==> src/rtl/counter_sequencer_pkg.sv <==
// Shared types for the counter sequencer: FSM state encoding.
package counter_sequencer_pkg;

    // Sequencer phases: wait for a command, reload the counter, sweep, report completion
    typedef enum logic [1:0] {
        IDLE = 2'd0,
        LOAD = 2'd1,
        RUN  = 2'd2,
        DONE = 2'd3
    } seq_state_t;

endpackage : counter_sequencer_pkg

==> src/rtl/counter_sequencer_counter.sv <==
// Parameterized up/down counter with synchronous load and count enable.
// Load has priority over enable; direction 1 counts up, 0 counts down.
module counter #(
    parameter int WIDTH = 8
) (
    input  logic             clk,
    input  logic             reset,
    input  logic             load,
    input  logic [WIDTH-1:0] load_value,
    input  logic             enable,
    input  logic             direction,
    output logic [WIDTH-1:0] count
);

    // Count register: load wins over enable, otherwise step in the requested direction
    always_ff @(posedge clk or posedge reset) begin
        if (reset) begin
            count <= '0;
        end else if (load) begin
            count <= load_value;
        end else if (enable) begin
            if (direction) begin
                count <= count + WIDTH'(1);
            end else begin
                count <= count - WIDTH'(1);
            end
        end
    end

endmodule : counter

==> src/rtl/counter_sequencer.sv <==
// Command-driven sweep sequencer. Accepts start/target/repeat/ping-pong commands
// over valid/ready and steers one up/down counter through the requested passes.
module counter_sequencer
    import counter_sequencer_pkg::*;
#(
    parameter int WIDTH = 8,
    parameter int REP_W = 8
) (
    input  logic             clk,
    input  logic             rst_n,
    input  logic             cmd_valid,
    output logic             cmd_ready,
    input  logic [WIDTH-1:0] cmd_start,
    input  logic [WIDTH-1:0] cmd_target,
    input  logic [REP_W-1:0] cmd_reps,
    input  logic             cmd_pingpong,
    input  logic             abort,
    output logic [WIDTH-1:0] count,
    output logic             busy,
    output logic             pass_done,
    output logic             done
);

    seq_state_t       state;
    seq_state_t       state_next;
    logic [WIDTH-1:0] cur_start;
    logic [WIDTH-1:0] cur_target;
    logic             dir;
    logic             pingpong;
    logic [REP_W-1:0] remaining;
    logic             at_target;
    logic             last_pass;
    logic             accept;
    logic             cnt_load;
    logic             cnt_enable;
    logic             counter_reset;

    assign at_target     = (count == cur_target);
    assign last_pass     = (remaining == REP_W'(1));
    assign accept        = cmd_valid && cmd_ready;
    assign counter_reset = ~rst_n;

    // State register
    always_ff @(posedge clk or negedge rst_n) begin
        if (!rst_n) begin
            state <= IDLE;
        end else begin
            state <= state_next;
        end
    end

    // Next-state logic: abort from any busy state returns to IDLE at once
    always_comb begin
        state_next = state;
        case (state)
            IDLE: begin
                if (cmd_valid) begin
                    state_next = LOAD;
                end
            end
            LOAD: begin
                state_next = abort ? IDLE : RUN;
            end
            RUN: begin
                if (abort) begin
                    state_next = IDLE;
                end else if (at_target) begin
                    if (last_pass) begin
                        state_next = DONE;
                    end else if (pingpong) begin
                        state_next = RUN;
                    end else begin
                        state_next = LOAD;
                    end
                end
            end
            DONE: begin
                state_next = IDLE;
            end
            default: begin
                state_next = IDLE;
            end
        endcase
    end

    // Output decode: counter controls and status; events are masked in an abort cycle
    always_comb begin
        cmd_ready  = (state == IDLE);
        busy       = (state != IDLE);
        cnt_load   = (state == LOAD) && !abort;
        cnt_enable = (state == RUN) && !at_target;
        pass_done  = (state == RUN) && at_target && !abort;
        done       = (state == DONE) && !abort;
    end

    // Command registers: capture on handshake, swap endpoints on ping-pong turnaround
    always_ff @(posedge clk or negedge rst_n) begin
        if (!rst_n) begin
            cur_start  <= '0;
            cur_target <= '0;
            dir        <= 1'b1;
            pingpong   <= 1'b0;
            remaining  <= '0;
        end else if (accept) begin
            cur_start  <= cmd_start;
            cur_target <= cmd_target;
            dir        <= (cmd_target >= cmd_start);
            pingpong   <= cmd_pingpong;
            remaining  <= (cmd_reps == '0) ? REP_W'(1) : cmd_reps;
        end else if ((state == RUN) && at_target && !abort) begin
            remaining <= remaining - REP_W'(1);
            if (!last_pass && pingpong) begin
                cur_start  <= cur_target;
                cur_target <= cur_start;
                dir        <= ~dir;
            end
        end
    end

    counter #(
        .WIDTH(WIDTH)
    ) u_counter (
        .clk       (clk),
        .reset     (counter_reset),
        .load      (cnt_load),
        .load_value(cur_start),
        .enable    (cnt_enable),
        .direction (dir),
        .count     (count)
    );

endmodule : counter_sequencer

==> config.mk <==
export PLATFORM = sky130hd
export DESIGN_NAME = counter_sequencer
export DESIGN_NICKNAME = d
export VERILOG_FILES = /design/src/rtl/counter_sequencer_pkg.sv /design/src/rtl/counter_sequencer_counter.sv /design/src/rtl/counter_sequencer.sv
export SDC_FILE = /design/constraint.sdc
export NUM_CORES = 1
export LEC_CHECK = 0
export CAP_MARGIN = 0
export CORE_MARGIN = 3
export CORE_UTILIZATION = 60
export DETAILED_ROUTE_END_ITERATION = 7
export DONT_BUFFER_PORTS = 1
export PLACE_DENSITY = 0.8
export SETUP_SLACK_MARGIN = 0.2
export SLEW_MARGIN = 20
export SYNTH_ARGS = -nofsm -noshare
export SYNTH_HDL_FRONTEND = slang
export SYNTH_HIERARCHICAL = 1
export SYNTH_SLANG_ARGS = --single-unit
==> constraint.sdc <==
create_clock -name clk -period 2.95 [get_ports clk]
set_input_delay 0.59 -clock clk [delete_from_list [all_inputs] [get_ports clk]]
set_output_delay 0.59 -clock clk [all_outputs]
set_load 0.02 [all_outputs]
**After elaboration in Yosys (flattened, before gate mapping)**

Index checks and enable logic that the tools add are counted.

- Logic and storage cells: 59
- Bits in registers: 36

- Equality and inequality tests: 7
- Order comparisons: 1
- Mux-type cells: 22
- Reductions and logical operators: 18
- $add $sub $neg: 3
- Bitwise gates (word level): 1

Operators with widths:

| operator | number |
|---|---|
| $mux W8 | 12 |
| $sub A8 B1 Y8 const B | 2 |
| $mux W2 | 6 |
| $add A8 B1 Y8 const B | 1 |
| $eq A8 B1 Y1 const B | 1 |
| $eq A8 B8 Y1 | 1 |
| $ge A8 B8 Y1 | 1 |
| $logic_not A8 Y1 | 1 |
| $pmux W2 S4 | 1 |
| $reduce_bool A2 Y1 | 4 |
| $logic_and A1 B1 Y1 | 7 |
| $eq A2 B2 Y1 const B | 2 |
| $reduce_and A2 Y1 | 2 |
| $logic_not A1 Y1 | 3 |
| $mux W1 | 3 |
| $ne A3 B3 Y1 const B | 1 |
| $eq A2 B1 Y1 const B | 1 |
| $logic_not A2 Y1 | 1 |
| $ne A2 B2 Y1 const B | 1 |
| $not A1 Y1 | 1 |

**Depth between registers and ports, before layout**

Gate-level depths: netlist of run 1.

- Depth in word-level cells: 6
- Mapped depth: 8
- Depth with buffers taken out: 8

**Hierarchy**

Netlist of run 1, hierarchy kept.

Modules (own cells, without submodules):

| module | times used | sequential area each (µm²) | area each (µm²) | cells an instance |
|---|---|---|---|---|
| counter_sequencer | 1 | 701.9 | 1825.5 | 195 |
| counter | 1 | 200.2 | 678.2 | 76 |

**Worst setup path before layout of run 1**

OpenSTA, ideal clock, no wires.

- Path kind: reg2reg
- Start: register dir
- End: register u_counter.count[7]
- Required time: 2855 ps
- Path buffers: 0
- Stages on the path, launching flop included: 8
- Arrival: 2144 ps
- Slack: 711 ps
- Path through: dfstp_2 -> inv_1 -> ha_1 -> o21ai_1 -> or3_1 -> and4_4 -> o31a_1 -> o31ai_1

- Longest elaborated chain between the ends: 3

Ends and longest elaborated chain:

| element | line | source |
|---|---|---|
| start, declared | counter_sequencer.sv:28 | `logic dir;` |
| start signal, assigned | counter_sequencer.sv:107 | `dir <= (cmd_target >= cmd_start);` |
| start signal, assigned | counter_sequencer.sv:115 | `dir <= ~dir;` |
| $mux W8 | counter_sequencer_counter.sv:22 | `if (direction) begin` |
| $mux W8 | counter_sequencer_counter.sv:21 | `end else if (enable) begin` |
| $mux W8 | counter_sequencer_counter.sv:19 | `end else if (load) begin` |
| end signal, assigned | counter_sequencer_counter.sv:20 | `count <= load_value;` |
| end signal, assigned | counter_sequencer_counter.sv:23 | `count <= count + WIDTH'(1);` |
| end signal, assigned | counter_sequencer_counter.sv:25 | `count <= count - WIDTH'(1);` |
| end, declared | counter_sequencer_counter.sv:12 | `output logic [WIDTH-1:0] count` |

Every way passes these cells. The select of a mux whose other input is x is not followed.
A chain may end at the register's enable or synchronous reset.

**Final worst setup path of run 1**

- Start: register u_counter.count[3]
- End: output port pass_done

- Longest elaborated chain between the ends: 3

Ends and longest elaborated chain:

| element | line | source |
|---|---|---|
| $eq A8 B8 Y1 | counter_sequencer.sv:38 | `assign at_target = (count == cur_target);` |
| $logic_and A1 B1 Y1 (2 in a row) | counter_sequencer.sv:92 | `pass_done = (state == RUN) && at_target && !abort;` |
| end, declared | counter_sequencer.sv:20 | `output logic pass_done,` |

Every way passes these cells.

==> results of run 1 <==
## layout by cell type (no fill, tap or decap), drive strengths merged, types with 3 or more instances in the layout
master / n
o22ai: 5
a211oi: 4
nand3: 5
mux2i: 20
nor4: 4
xnor2: 5
a21oi: 10
a21o: 6
nor3: 3
nand4: 4
o21ai: 28
ha: 16
dfrtp: 35
o211ai: 3
buf: 4
inv: 21
nand2b: 3
clkbuf: 6
xor2: 6
nand2: 37
nor2: 6
mux2: 3
nor4b: 3
## worst paths after layout
kind	end	slack, ns
max	pass_done	0.36
min	pingpong	0.11
max reg2reg	u_counter/count[7]	0.51
min reg2reg	pingpong	0.52
max in group asynchronous	u_counter/count[5]	2.52
min in group clk	pingpong	0.40
## per-layer routing
layer / vias up / global-route usage / share of wire
met5: - / 0 / 0
met4: 0 / 0.0835 / 0.016
met3: 11 / 0.0653 / 0.047
li1: 972 / - / -
met2: 39 / 0.390 / 0.48
met1: 943 / 0.312 / 0.46
## cells by family (layout without fill, tap and decap cells)
family	after synthesis	in the layout	share of synthesized area
AND/OR/NAND/NOR	83	83	0.191
XOR/XNOR	11	11	0.0385
multiplexers	23	23	0.0935
flip-flops	36	36	0.360
AO/OA/AOI/OAI	68	68	0.166
adder cells (fa/ha/maj)	17	17	0.0880
buffers and inverters	33	32	0.0625
## registers in the layout (all words and copies together), names as in the netlist
signal	count
dir	1
cur_start	8
state	2
u_counter/count	8
remaining	8
cur_target	8
pingpong	1
## through the flow
step	hold WS, ns	util	worst slack (ns)	cell area (sq um)	cells
global placement	0.295	0.657	0.573	2510	310
detailed placement	0.295	0.657	0.500	2510	310
CTS	0.111	0.682	0.334	2610	318
finish	0.112	0.682	0.364	2610	318
global route	0.104	0.682	0.241	2610	318
floorplan	0.294	-	0.711	2500	271
## power by group through the flow
stage | registers, W | clock network [W] | logic [W]
finish | 0.000913 | 0.000332 | 0.000920
global route | 0.000944 | 0.000368 | 0.00105
CTS | 0.000913 | 0.000340 | 0.000924
detailed placement | 0.000920 | 0 | 0.000906
global placement | 0.000911 | 0 | 0.000873
floorplan | 0.000862 | 0 | 0.000760
## cell type report
type,instances,area [sq um]
Multi-Input combinational cell,202,1450
Fill cell,323,1210
Sequential cell,36,902
Inverter,21,78.8
Clock buffer,6,72.6
Tap cell,48,60.1
Timing Repair Buffer,4,42.5
Clock inverter,1,5.00
==> metrics.md, run 1 <==
| Metric | Value |
|---|---|
| Fin. max-slew vios | `0` |
| Hold buffer count at CTS | `1` |
| Mean Syn Cell Area | `just over 9 sq um` |
| Most used DFF post-synth | `dfrtp_1` |
| Status | `finished, final reports clean` |
| WL per Instance | `between 15 and 20 um` |
| RSZ-0062 raised after global routing | `false` |
| Clock transition at path regs | `about 0.07 ns` |
| Crit Path Max Fanout | `16` |
| Worst R2R Start | `u_counter/count[3]` |
| Flop pwr share | `0.422` |
| FMAX | `about 0.39 GHz` |
| Starting DRT DRC Count | `94` |
| DRT Pass-1 Iters | `4` |
| Rows | `22` |
| Synth cell types | `52` |
| H-tree depth | `2` |
| Worst slew pin tran | `roughly 0.63 ns` |
| Nets | `316` |
| Vias in the first global route | `2045` |
| Cts bufs inserted | `5` |
| Skew-Pair Late Insertion Delay | `slightly below 0.3 ns` |
| Maximum VDD drop | `between 0.0003 and 0.0004 V` |
| Crit. Startpoint | `u_counter/count[3]` |
| Final Hold Fails | `0` |
| Setup bufs post-CTS | `0` |
| Final worst path period share | `0.876` |
| Crit-path cells | `xor2_1 -> nor4_4 -> nand4_4 -> inv_1` |
| Cell leakage power | `1.31 nW` |
| HPWL after detailed placement | `just over 4000 um` |
| Flops & latches, synth | `36` |
| Largest net degree at the start of global routing | `39` |
| Area growth syn-to-layout | `4.30%` |
| Routed wire length | `around 5500 um` |
| Post-synth top area share | `0.350` |
| Final ANT Viol Nets | `0` |
| Internal Power | `0.00121 W` |
| Most numerous cell in the Yosys netlist | `nand2_1` |
| Initial core utilization | `0.654` |
| Syn Nets | `~320` |
| Post-cts resize count | `0` |
| Crit. path cell count | `4` |
| Die H | `about 70 um` |
| GRT Overall Usage | `0.240` |
| Slowest stage delay, CP | `0.49 ns` |
| Number of flops mapped to enable cells by yosys | `0` |
| Slowest cell on the critical path | `dfrtp_1` |
| Post-Syn Instances | `approximately 270` |
| Yosys Warn Count | `6` |
| Buffers on Ports | `0` |
| Cell area after synthesis | `between 2000 and 3000 sq um` |
| Setup_tns | `0 ns` |
| Die Area | `4980 sq um` |
| Clock power frac | `0.153` |
| Via density | `around 6.2` |
| Slew HR | `0.575` |
| PwrDens | `just over 800 nW/um^2` |
| CP endpoint kind | `primary output` |
| Area contributors post-synth | `dfrtp_1 (35%), ha_1 (8.0%), mux2i_1 (8.0%)` |
| CTS Sinks | `36` |
| Sequential area share after synthesis | `0.360` |
| Critical path class | `reg2out` |
| Post-synth ARST share | `1.00` |
| CP delay by family, top | `simple AND/OR/NAND/NOR gates` |
| Root Buffer | `clkbuf_8` |
| Critical path arrival | `2.00 ns` |
| Switch Pwr | `roughly 0.00095 W` |
| Number of inserted diodes | `0` |
| Req. time, crit path | `2.36 ns` |
| Vias | `slightly below 2000` |
| Number of remaining DRC errors | `0` |
| Cell type with the highest aggregate area in the netlist | `dfrtp_1` |
| CTS max path bufs | `2` |
| Clk_skew | `between 0.007 and 0.008 ns` |
| # IOs | `41` |
| Initial antenna violation count | `0` |
| Core Area | `3830 sq um` |
| Max-cap violations | `0` |
| Crit path launch type | `flop` |
| GPL Wtd Cong | `0.844` |
| Min Tclk post-route | `between 2 and 3 ns` |
| Post-synth top cells | `nand2_1 (36), dfrtp_1 (35), o21ai_1 (22)` |
| Die W | `approximately 71 um` |
| Total congestion overflow | `0` |
| Hold Crit Class | `in2async` |
| Power, Total | `0.00217 W` |
| First-pass GRT wire length | `~9600 um` |
| Worst Path Buf+Inv | `1` |
| Reg2reg path depth | `7` |
| Combinational Power Share | `0.425` |
| Sw frac | `0.439` |
| Endpoints failing setup | `0` |
| CTS tree | `yes` |
| Share of layout cells above drive strength 1 | `0.0741` |
No activity file was read; power rests on OpenSTA's default activity.
==> inputs of run 2 (changes only) <==
--- a/config.mk
+++ b/config.mk
@@ -11,6 +11,7 @@
 export DETAILED_ROUTE_END_ITERATION = 7
 export DONT_BUFFER_PORTS = 1
 export PLACE_DENSITY = 0.8
+export REMOVE_ABC_BUFFERS = 1
 export SETUP_SLACK_MARGIN = 0.2
 export SLEW_MARGIN = 20
 export SYNTH_ARGS = -nofsm -noshare
==> metrics.md, run 2 (synthesis gave the netlist of run 1 again) <==
| Metric | Value |
|---|---|
| DRT Pass-1 Iters | `5` |
| Via density | `6.11` |
| Routed wire length | `~5300 um` |
| Endpoints failing setup | `0` |
| H-tree depth | `2` |
| CTS max path bufs | `2` |
| Number of inserted diodes | `0` |
| Die W | `around 70 um` |
| Vias | `1950` |
| Number of remaining DRC errors | `0` |
| PwrDens | `854 nW/um^2` |
| RSZ-0062 raised after global routing | `false` |
| Starting DRT DRC Count | `approximately 140` |
| Initial core utilization | `0.654` |
| Min Tclk post-route | `between 2 and 3 ns` |
| Crit path launch type | `flop` |
| Final ANT Viol Nets | `0` |
| Internal Power | `0.00131 W` |
| GRT Overall Usage | `0.233` |
| Skew-Pair Late Insertion Delay | `roughly 0.29 ns` |
| Die H | `~70 um` |
| Critical path class | `reg2out` |
| WHS | `between 0.1 and 0.15 ns` |
| FMAX | `0.395 GHz` |
| Die Area | `4980 sq um` |
| Commonest non-fill, non-tap cell in the layout | `nand2_1` |
| Clock power frac | `0.188` |
| Crit Path Max Fanout | `16` |
| Most frequent cells in the layout | `nand2_1 (36), dfrtp_1 (35), o21ai_1 (22), inv_1 (20), mux2i_1 (20)` |
| Max-cap violations | `0` |
| First-pass GRT wire length | `9250 um` |
| Root Buffer | `clkbuf_8` |
| Combinational Power Share | `0.405` |
| HPWL after detailed placement | `just under 4000 um` |
| Hold Crit Class | `in2async` |
| Total congestion overflow | `0` |
| Placed Cells | `just over 300` |
| Clk_skew | `0.00403 ns` |
| Status | `finished, final reports clean` |
| Flop pwr share | `0.406` |
| Sw frac | `0.421` |
| Final Hold Fails | `0` |
| Buffers on Ports | `0` |
| # IOs | `between 40 and 50` |
| Area growth syn-to-layout | `5.50%` |
| Switch Pwr | `approximately 0.00095 W` |
| Vias in the first global route | `a little under 2000` |
| Critical path arrival | `1.94 ns` |
| DRT met1 WL | `2460 um` |
| Setup_tns | `0 ns` |
| GPL Wtd Cong | `a little under 0.8` |
| WL per Instance | `about 17 um` |
| Slew HR | `0.588` |
| Largest net degree at the start of global routing | `38` |
| Core Area | `3830 sq um` |
| Final worst path period share | `0.859` |
| CTS tree | `yes` |
| Non-Filler Instances | `about 320` |
| Req. time, crit path | `2.36 ns` |
| Maximum VDD drop | `0.000544 V` |
| Met2 wire length | `approximately 2400 um` |
| Rows | `22` |
| Fin. max-slew vios | `0` |
| Cts bufs inserted | `5` |
| Clock transition at path regs | `0.07 ns` |
| Share of layout cells above drive strength 1 | `0.0812` |
| Worst slew pin tran | `around 0.62 ns` |
| Initial antenna violation count | `0` |
| CP endpoint kind | `primary output` |
| Nets | `316` |
| Met3 WL post-DR | `about 360 um` |
| CTS Sinks | `36` |
| Highest metal used | `met4` |
| Cell leakage power | `around 1.3 nW` |
==> run 2: cell count changes in the layout (fill, tap and decap cells not counted) <==
cell,before,now
inv_2,0,1
bufinv_16,0,1
inv_1,21,20
==> run 2: metrics by stage <==
step / worst slack [ns] / power, W / area [sq um] / utilization
2_1_floorplan: 0.444 / 0.00161 / 2430 / -
3_3_place_gp: 0.562 / 0.00179 / 2510 / 0.657
3_5_place_dp: 0.501 / 0.00182 / 2510 / 0.657
4_1_cts: 0.313 / 0.00226 / 2640 / 0.690
5_1_grt: 0.265 / 0.00245 / 2640 / 0.690
6_report: 0.417 / 0.00225 / 2640 / 0.690
==> run 2: metal layers <==
layer | vias to the layer above | GRT usage
li1 | 968 | -
met1 | 918 | 0.321
met2 | 55 | 0.350
met3 | 9 | 0.0866
met4 | 0 | 0.0626
met5 | - | 0
==> run 2: critical path, stage by stage (launching register included) <==
cell and delay, ns:
dfrtp_1 0.49, xor2_1 0.21, nor4_4 0.40, nand4_4 0.32, inv_2 0.23
==> run 2: cell type report <==
type                       instances  area [sq um]
tap                               48          60.1
sequential                        36           902
clock buffer                       6          72.6
fill                             304          1180
clock inverter                     2          35.0
inverter                          21          78.8
multi-input combinational        202          1450
timing repair buffer               4          42.5
==> run 2: path summary, 6_finish.rpt <==
kind / slack, ns / endpoint / startpoint / cells after the start
max: 0.42 / pass_done / u_counter/count[3] / 4
min: 0.12 / remaining[4] / rst_n / 1
max in group asynchronous: 2.54 / u_counter/count[5] / rst_n / 2
max reg2reg: 0.51 / u_counter/count[7] / dir / 7
min in group clk: 0.41 / pingpong / cmd_pingpong / 2
min reg2reg: 0.52 / pingpong / pingpong / 2
==> run 2: timing repair <==
action | CTS | global route
setup endpoints to repair | 0 | 1
endpoints found under the hold margin | 27 | 0
resized for setup | 0 | 1
hold buffers | 1 | 0
buffers inserted | 0 | 0
==> run 2: power by group through the flow <==
stage | combinational [W] | clock [W] | sequential (W)
after floorplan | 0.000751 | 0 | 0.000862
after global placement | 0.000871 | 0 | 0.000915
after detailed placement | 0.000894 | 0 | 0.000922
after CTS | 0.000908 | 0.000435 | 0.000914
after global routing | 0.00103 | 0.000469 | 0.000946
final | 0.000914 | 0.000425 | 0.000917
